===== config.mk =====
export PLATFORM = sky130hd
export DESIGN_NAME = mem_arbiter
export DESIGN_NICKNAME = d
export VERILOG_FILES = /design/src/rtl/rv32i_types.sv /design/src/rtl/mem_arbiter.sv
export SDC_FILE = /design/constraint.sdc
export NUM_CORES = 1
export LEC_CHECK = 0
export CORE_MARGIN = 4
export CORE_UTILIZATION = 34
export CTS_BUF_LIST = sky130_fd_sc_hd__clkbuf_2 sky130_fd_sc_hd__clkbuf_4 sky130_fd_sc_hd__clkbuf_8
export CTS_CLUSTER_DIAMETER = 40
export DETAILED_ROUTE_END_ITERATION = 16
export GPL_ROUTABILITY_DRIVEN = 0
export PLACE_DENSITY = 0.83
export SETUP_SLACK_MARGIN = 0.02
export SLEW_MARGIN = 30
export SYNTH_ARGS = -nofsm -noshare
export SYNTH_HDL_FRONTEND = slang
export SYNTH_SLANG_ARGS = --single-unit

===== constraint.sdc =====
create_clock -name clk -period 1.9 [get_ports clk]
set_input_delay 0.285 -clock clk [delete_from_list [all_inputs] [get_ports clk]]
set_output_delay 0.285 -clock clk [all_outputs]
set_load 0.02 [all_outputs]

===== src/rtl/rv32i_types.sv =====
// Shared rv32i types: memory arbiter FSM state encoding and port-owner enum.
// Latency: n/a (types only).
// Backpressure: n/a.
package rv32i_types;

    typedef logic [1:0] arb_state_t;

    localparam arb_state_t IDLE    = 2'd0;
    localparam arb_state_t SERVE_I = 2'd1;
    localparam arb_state_t SERVE_D = 2'd2;

    typedef enum logic {
        OWNER_I = 1'b0,
        OWNER_D = 1'b1
    } arb_owner_t;

endpackage


===== src/rtl/mem_arbiter.sv =====
// Arbitrates fetch and data ports onto one memory port; ARB_ROUND_ROBIN_EN selects round-robin over fixed data priority.
// Latency: command one cycle after request in IDLE, resp in the pmem_resp cycle, one IDLE cycle between transactions.
// Backpressure: requests are held until their resp pulse; pmem command is held until pmem_resp.
module mem_arbiter
    import rv32i_types::*;
(
    input  logic        clk,
    input  logic        rst,
    input  logic        if_read,
    input  logic [31:0] if_addr,
    output logic [31:0] if_rdata,
    output logic        if_resp,
    input  logic        d_read,
    input  logic        d_write,
    input  logic [31:0] d_addr,
    input  logic [31:0] d_wdata,
    input  logic [3:0]  d_mbe,
    output logic [31:0] d_rdata,
    output logic        d_resp,
    output logic        pmem_read,
    output logic        pmem_write,
    output logic [31:0] pmem_addr,
    output logic [31:0] pmem_wdata,
    output logic [3:0]  pmem_mbe,
    input  logic [31:0] pmem_rdata,
    input  logic        pmem_resp
);

    arb_state_t  state;
    logic        lat_read;
    logic        lat_write;
    logic [31:0] lat_addr;
    logic [31:0] lat_wdata;
    logic [3:0]  lat_mbe;

    logic        i_req;
    logic        d_req;
    logic        grant_d;

    assign i_req = if_read;
    assign d_req = d_read | d_write;

`ifdef ARB_ROUND_ROBIN_EN
    arb_owner_t last_owner;

    // Only contested grants move the owner, so an uncontested fetch never steals the next turn.
    always_comb begin
        grant_d = d_req & (~i_req | (last_owner == OWNER_I));
    end

    always_ff @(posedge clk or negedge rst) begin
        if (!rst) begin
            last_owner <= OWNER_I;
        end else if (state == IDLE && i_req && d_req) begin
            last_owner <= grant_d ? OWNER_D : OWNER_I;
        end
    end
`else
    always_comb begin
        grant_d = d_req;
    end
`endif

    always_ff @(posedge clk or negedge rst) begin
        if (!rst) begin
            state     <= IDLE;
            lat_read  <= 1'b0;
            lat_write <= 1'b0;
            lat_addr  <= '0;
            lat_wdata <= '0;
            lat_mbe   <= '0;
        end else begin
            case (state)
                IDLE: begin
                    if (i_req || d_req) begin
                        state     <= grant_d ? SERVE_D : SERVE_I;
                        lat_addr  <= grant_d ? d_addr : if_addr;
                        // A simultaneous read+write from the data port is a store.
                        lat_write <= grant_d & d_write;
                        lat_read  <= grant_d ? (d_read & ~d_write) : 1'b1;
                        lat_wdata <= grant_d ? d_wdata : '0;
                        lat_mbe   <= grant_d ? d_mbe : '0;
                    end
                end
                SERVE_I, SERVE_D: begin
                    if (pmem_resp) begin
                        state     <= IDLE;
                        lat_read  <= 1'b0;
                        lat_write <= 1'b0;
                    end
                end
                default: begin
                    state <= IDLE;
                end
            endcase
        end
    end

    assign pmem_read  = lat_read;
    assign pmem_write = lat_write;
    assign pmem_addr  = lat_addr;
    assign pmem_wdata = lat_wdata;
    assign pmem_mbe   = lat_mbe;

    // Completion and read data are gated by state, so a stray pmem_resp in IDLE is invisible.
    assign if_resp  = (state == SERVE_I) & pmem_resp;
    assign d_resp   = (state == SERVE_D) & pmem_resp;
    assign if_rdata = (state == SERVE_I) ? pmem_rdata : '0;
    assign d_rdata  = (state == SERVE_D) ? pmem_rdata : '0;

endmodule

Yosys cells after proc, flatten, opt, wreduce, memory -nomap -nowiden --
Cells that the tools add are included. W data, S select, Z words.
Storage, ports and cells: input bits 138, register bits after elaboration 72, output and inout bits 136
Cells by class: reductions and logical operators 7, bitwise logic cells 6, equality and inequality tests 4, multiplexer cells 15
Operators with widths (count):
- $mux W32 | 4
- $mux W2 | 3
- $and A1 B1 Y1 | 4
- $mux W1 | 4
- $mux W4 | 1
- $ne A2 B2 Y1 const B | 2
- $pmux W1 S2 | 2
- $pmux W2 S2 | 1
- $reduce_and A2 Y1 | 2
- $reduce_and A3 Y1 | 1
- $eq A2 B1 Y1 const B | 1
- $eq A2 B2 Y1 const B | 1
- $logic_not A2 Y1 | 1
- $reduce_bool A2 Y1 | 1
- $reduce_or A2 Y1 | 1
- $logic_or A1 B1 Y1 | 1
- $not A1 Y1 | 1
- $or A1 B1 Y1 | 1

Longest topological paths before layout --
depth after elaboration 5, depth in mapped cells 6, gate-level depth less buffers 5

Least setup slack after synthesis --
No wires, ideal clock.
path type register to register, start point register state[1], end point register lat_wdata[10] (netlist: pmem_wdata[10]), clock period less this slack 1.409 ns, cell stages (with the launch flop) 7, data required time 1.779 ns, data arrival time 1.288 ns, path buffers 2, library setup time 0.121 ns, slack 0.491 ns, cells stage by stage dfrtp_1 -> inv_1 -> ha_1 -> nor2b_1 -> buf_2 -> buf_2 -> a22o_1
Between the ends: word-level cells in the longest chain between the ends 2
Ends and longest elaborated chain:
- start, declared | RTL line mem_arbiter.sv:29 | arb_state_t state;
- start signal, assigned | RTL line mem_arbiter.sv:76 | state <= grant_d ? SERVE_D : SERVE_I;
- $logic_not A2 Y1 | RTL line mem_arbiter.sv:73 | case (state)
- $reduce_and A2 Y1 (no line)
- end signal, assigned | RTL line mem_arbiter.sv:81 | lat_wdata <= grant_d ? d_wdata : '0;
- end, declared | RTL line mem_arbiter.sv:33 | logic [31:0] lat_wdata;
Every way passes these cells. A chain may end at the register's enable or synchronous reset.

Worst setup path in the final report --
start point register state[1], end point output port d_rdata[21]
Between the ends: word-level cells in the longest chain between the ends 2
Ends and longest elaborated chain:
- $eq A2 B2 Y1 | RTL line mem_arbiter.sv:109 | assign d_rdata = (state == SERVE_D) ? pmem_rdata : '0;
- $mux W32 | RTL line mem_arbiter.sv:109
- end, declared | RTL line mem_arbiter.sv:18 | output logic [31:0] d_rdata,
Every way passes these cells.

==> flow_metrics.env <==
export IMPL_routed_wl_um=12980
export IMPL_chipWidth_um=108.5
export IMPL_synth_flop_cell="dfrtp_1"
export IMPL_port_buffers=273
export IMPL_hold_path_class="reg -> reg"
export IMPL_setup_viol=0
export IMPL_num_rows=36
export IMPL_syn_area_mm2=0.003436
export IMPL_cap_violations=0
export IMPL_synth_avg_cell_area_um2=10.77
export IMPL_synth_edf_count=0
export IMPL_syn2layout_area_growth_pct=88.27
export IMPL_cts_buffers=9
export IMPL_dpl_instance_area_mm2=0.006429
export IMPL_overflow=0
export IMPL_crit_fanout=16
export IMPL_synthesis_nets=460
export IMPL_setup_tns_ns=0
export IMPL_power_total_mw=9.973
export IMPL_period_share_pct=95.17
export IMPL_synth_top_area_share_pct=52.44
export IMPL_dieArea_mm2=0.01178
export IMPL_layout_common_cells="clkdlybuf4s50_1, dfrtp_1, and2_1"
export IMPL_synth_cell_types=21
export IMPL_grt_pass1_wl_um=18620
export IMPL_r2r_slack_ns=0.28
export IMPL_vdd_ir_drop_max_mv=0.9255
export IMPL_drt_vias_per_instance=4.661
export IMPL_reg2regPathDepth=5
export IMPL_cts_root_buf="clkbuf_8"
export IMPL_finalInstanceArea_mm2=0.006469
export IMPL_worstPathArrival_ns=1.52
export IMPL_start_kind="flip-flop"
export IMPL_clkSinkCount=72
export IMPL_outcome="finished clean"
export IMPL_period_needed_ns=1.808
export IMPL_ys_top_cells_by_area="dfrtp_1, and2_1, mux2i_1"
export IMPL_max_freq_mhz=553.0
export IMPL_core_area_mm2=0.009819
export IMPL_grt_setup_unrepaired="yes"
export IMPL_critical_path_required_ns=1.62
export IMPL_worst_pin_slew_ns=0.6863
export IMPL_holdPathEnd="pmem_addr[30]"
export IMPL_grt_pass1_vias=3641
export IMPL_ant_nets=0
export IMPL_slew_violations=0
export IMPL_grt_max_degree=74
export IMPL_hold_violations=0
export IMPL_synth_largest_area_cell="dfrtp_1"
export IMPL_skew_ns=0.01224
export IMPL_firstDrtPassIters=4
export IMPL_fp_dieH_um=108.5
export IMPL_wl_per_cell_um=17.54
export IMPL_p_per_area_mw_per_mm2=1542
export IMPL_timing_rr_end="pmem_wdata[17]"
export IMPL_io_pins=274
export IMPL_p_leak_nw=2.924
export IMPL_cts_max_level=3
export IMPL_async_flop_share_pct=100.0
export IMPL_relSlewSlack_pct=54.25
export IMPL_crit_type="reg -> out"
export IMPL_cp_end_kind="primary output"
export IMPL_ys_seq_elements=72
export IMPL_worstReg2RegStart="state[1]"
export IMPL_dpl_hpwl_um=10350
export IMPL_drtIter0Drc=87
export IMPL_drive_above_1_share_pct=17.74
export IMPL_final_common_cell="clkdlybuf4s50_1"
export IMPL_drc=0
export IMPL_min_from="pmem_addr[30]"
export IMPL_nets=739
export IMPL_clkLatencyLatePin_ns=0.34
export IMPL_initial_core_util_pct=34.99
export IMPL_hold_depth=2
export IMPL_yosysSeqAreaShare_pct=52.44
export IMPL_clkTransAtPathRegs_ns=0.08
export IMPL_via_count=3449
export IMPL_antenna_found_initial=4
export IMPL_yosysWarnings=0
export IMPL_globalRouteTotalUtil_pct=20.98
export IMPL_cts_tree="yes"
export IMPL_syn_inst=319
export IMPL_clock_path_buffers=2
==> registers in the layout (all words and copies together) (netlist names) <==
| register | count |
|---|---|
| pmem_read | 1 |
| state | 2 |
| pmem_addr | 32 |
| pmem_mbe | 4 |
| pmem_write | 1 |
| pmem_wdata | 32 |
==> worst max-delay path: stages, from the launching register on <==
cell	delay, ns
dfrtp_2	0.44
ha_4	0.19
bufbuf_16	0.27
and2_1	0.15
buf_2	0.15
==> area by class of cell <==
class	count	area [um2]
sequential	72	1803
tap	133	166.4
multi-input combinational	221	1539
clock buffer	10	137.6
timing repair buffer	291	2734
fill	826	3351
clock inverter	6	67.56
antenna	4	10.01
inverter	3	11.26
==> power breakdown <==
group / switching [mW] / total, mW / leakage, nW / internal [mW]
clock: 0.573 / 1.22 / 0.0989 / 0.646
combinational: 3.16 / 6.05 / 1.94 / 2.89
sequential: 0.416 / 2.70 / 0.888 / 2.28
==> worst max path at each step <==
stage                         start              to  slack (ns)  depth (start not counted)
after floorplan            state[1]  pmem_wdata[10]        0.49                          6
after global placement    pmem_resp          d_resp       0.003                          3
after detailed placement   state[0]     d_rdata[25]       -0.02                          5
after CTS                  state[1]    if_rdata[26]       -0.04                          5
after global routing       state[1]     d_rdata[24]        0.02                          4
final                      state[1]     d_rdata[21]        0.09                          4
==> per-stage QoR <==
step                utilization [%]  hold WS (ns)  setup slack [ns]  instances
floorplan                         -      -0.01059            0.4910        319
global placement              65.47        0.3589          0.002863        715
detailed placement            65.47        0.3667          -0.01858        715
CTS                           65.88        0.4876          -0.03543        733
global route                  65.88        0.5042           0.01835        740
finish                        65.88        0.4791           0.09175        740
==> cells in the mapped netlist, types with 2 or more instances <==
master / count
dfrtp_1: 72
and2_1: 66
a22o_1: 37
nand2_1: 36
o21ai_0: 35
mux2i_1: 33
buf_2: 11
clkbuf_1: 9
ha_1: 3
inv_1: 3
nor2b_1: 3
buf_4: 2
==> cell families after synthesis <==
kind of cell	count (synthesis)	synth area share, %
DFF	72	52.44
muxes	33	9.614
buffers and inverters	26	3.569
adders and majority gates	3	1.093
and+or+nand+nor	110	17.74
AOI/OAI and AO/OA	75	15.55
==> metal layers <==
metal / wire (um) / GRT usage [%]
met2: 7042 / 39.10
met4: 597 / 13.62
met5: 0 / 0
met1: 4260 / 19.93
met3: 1079 / 5.791
==> timing repair <==
item | 4_1_cts | 5_1_grt
gates resized for setup | 244 | 28
buffers inserted | 0 | 2
hold endpoints to repair | 20 | 0
pin swaps | 0 | 1
cloned | 1 | 1
setup endpoints to repair | 65 | 50
hold buffers | 1 | 0
Power figures use the tool's default switching activity.
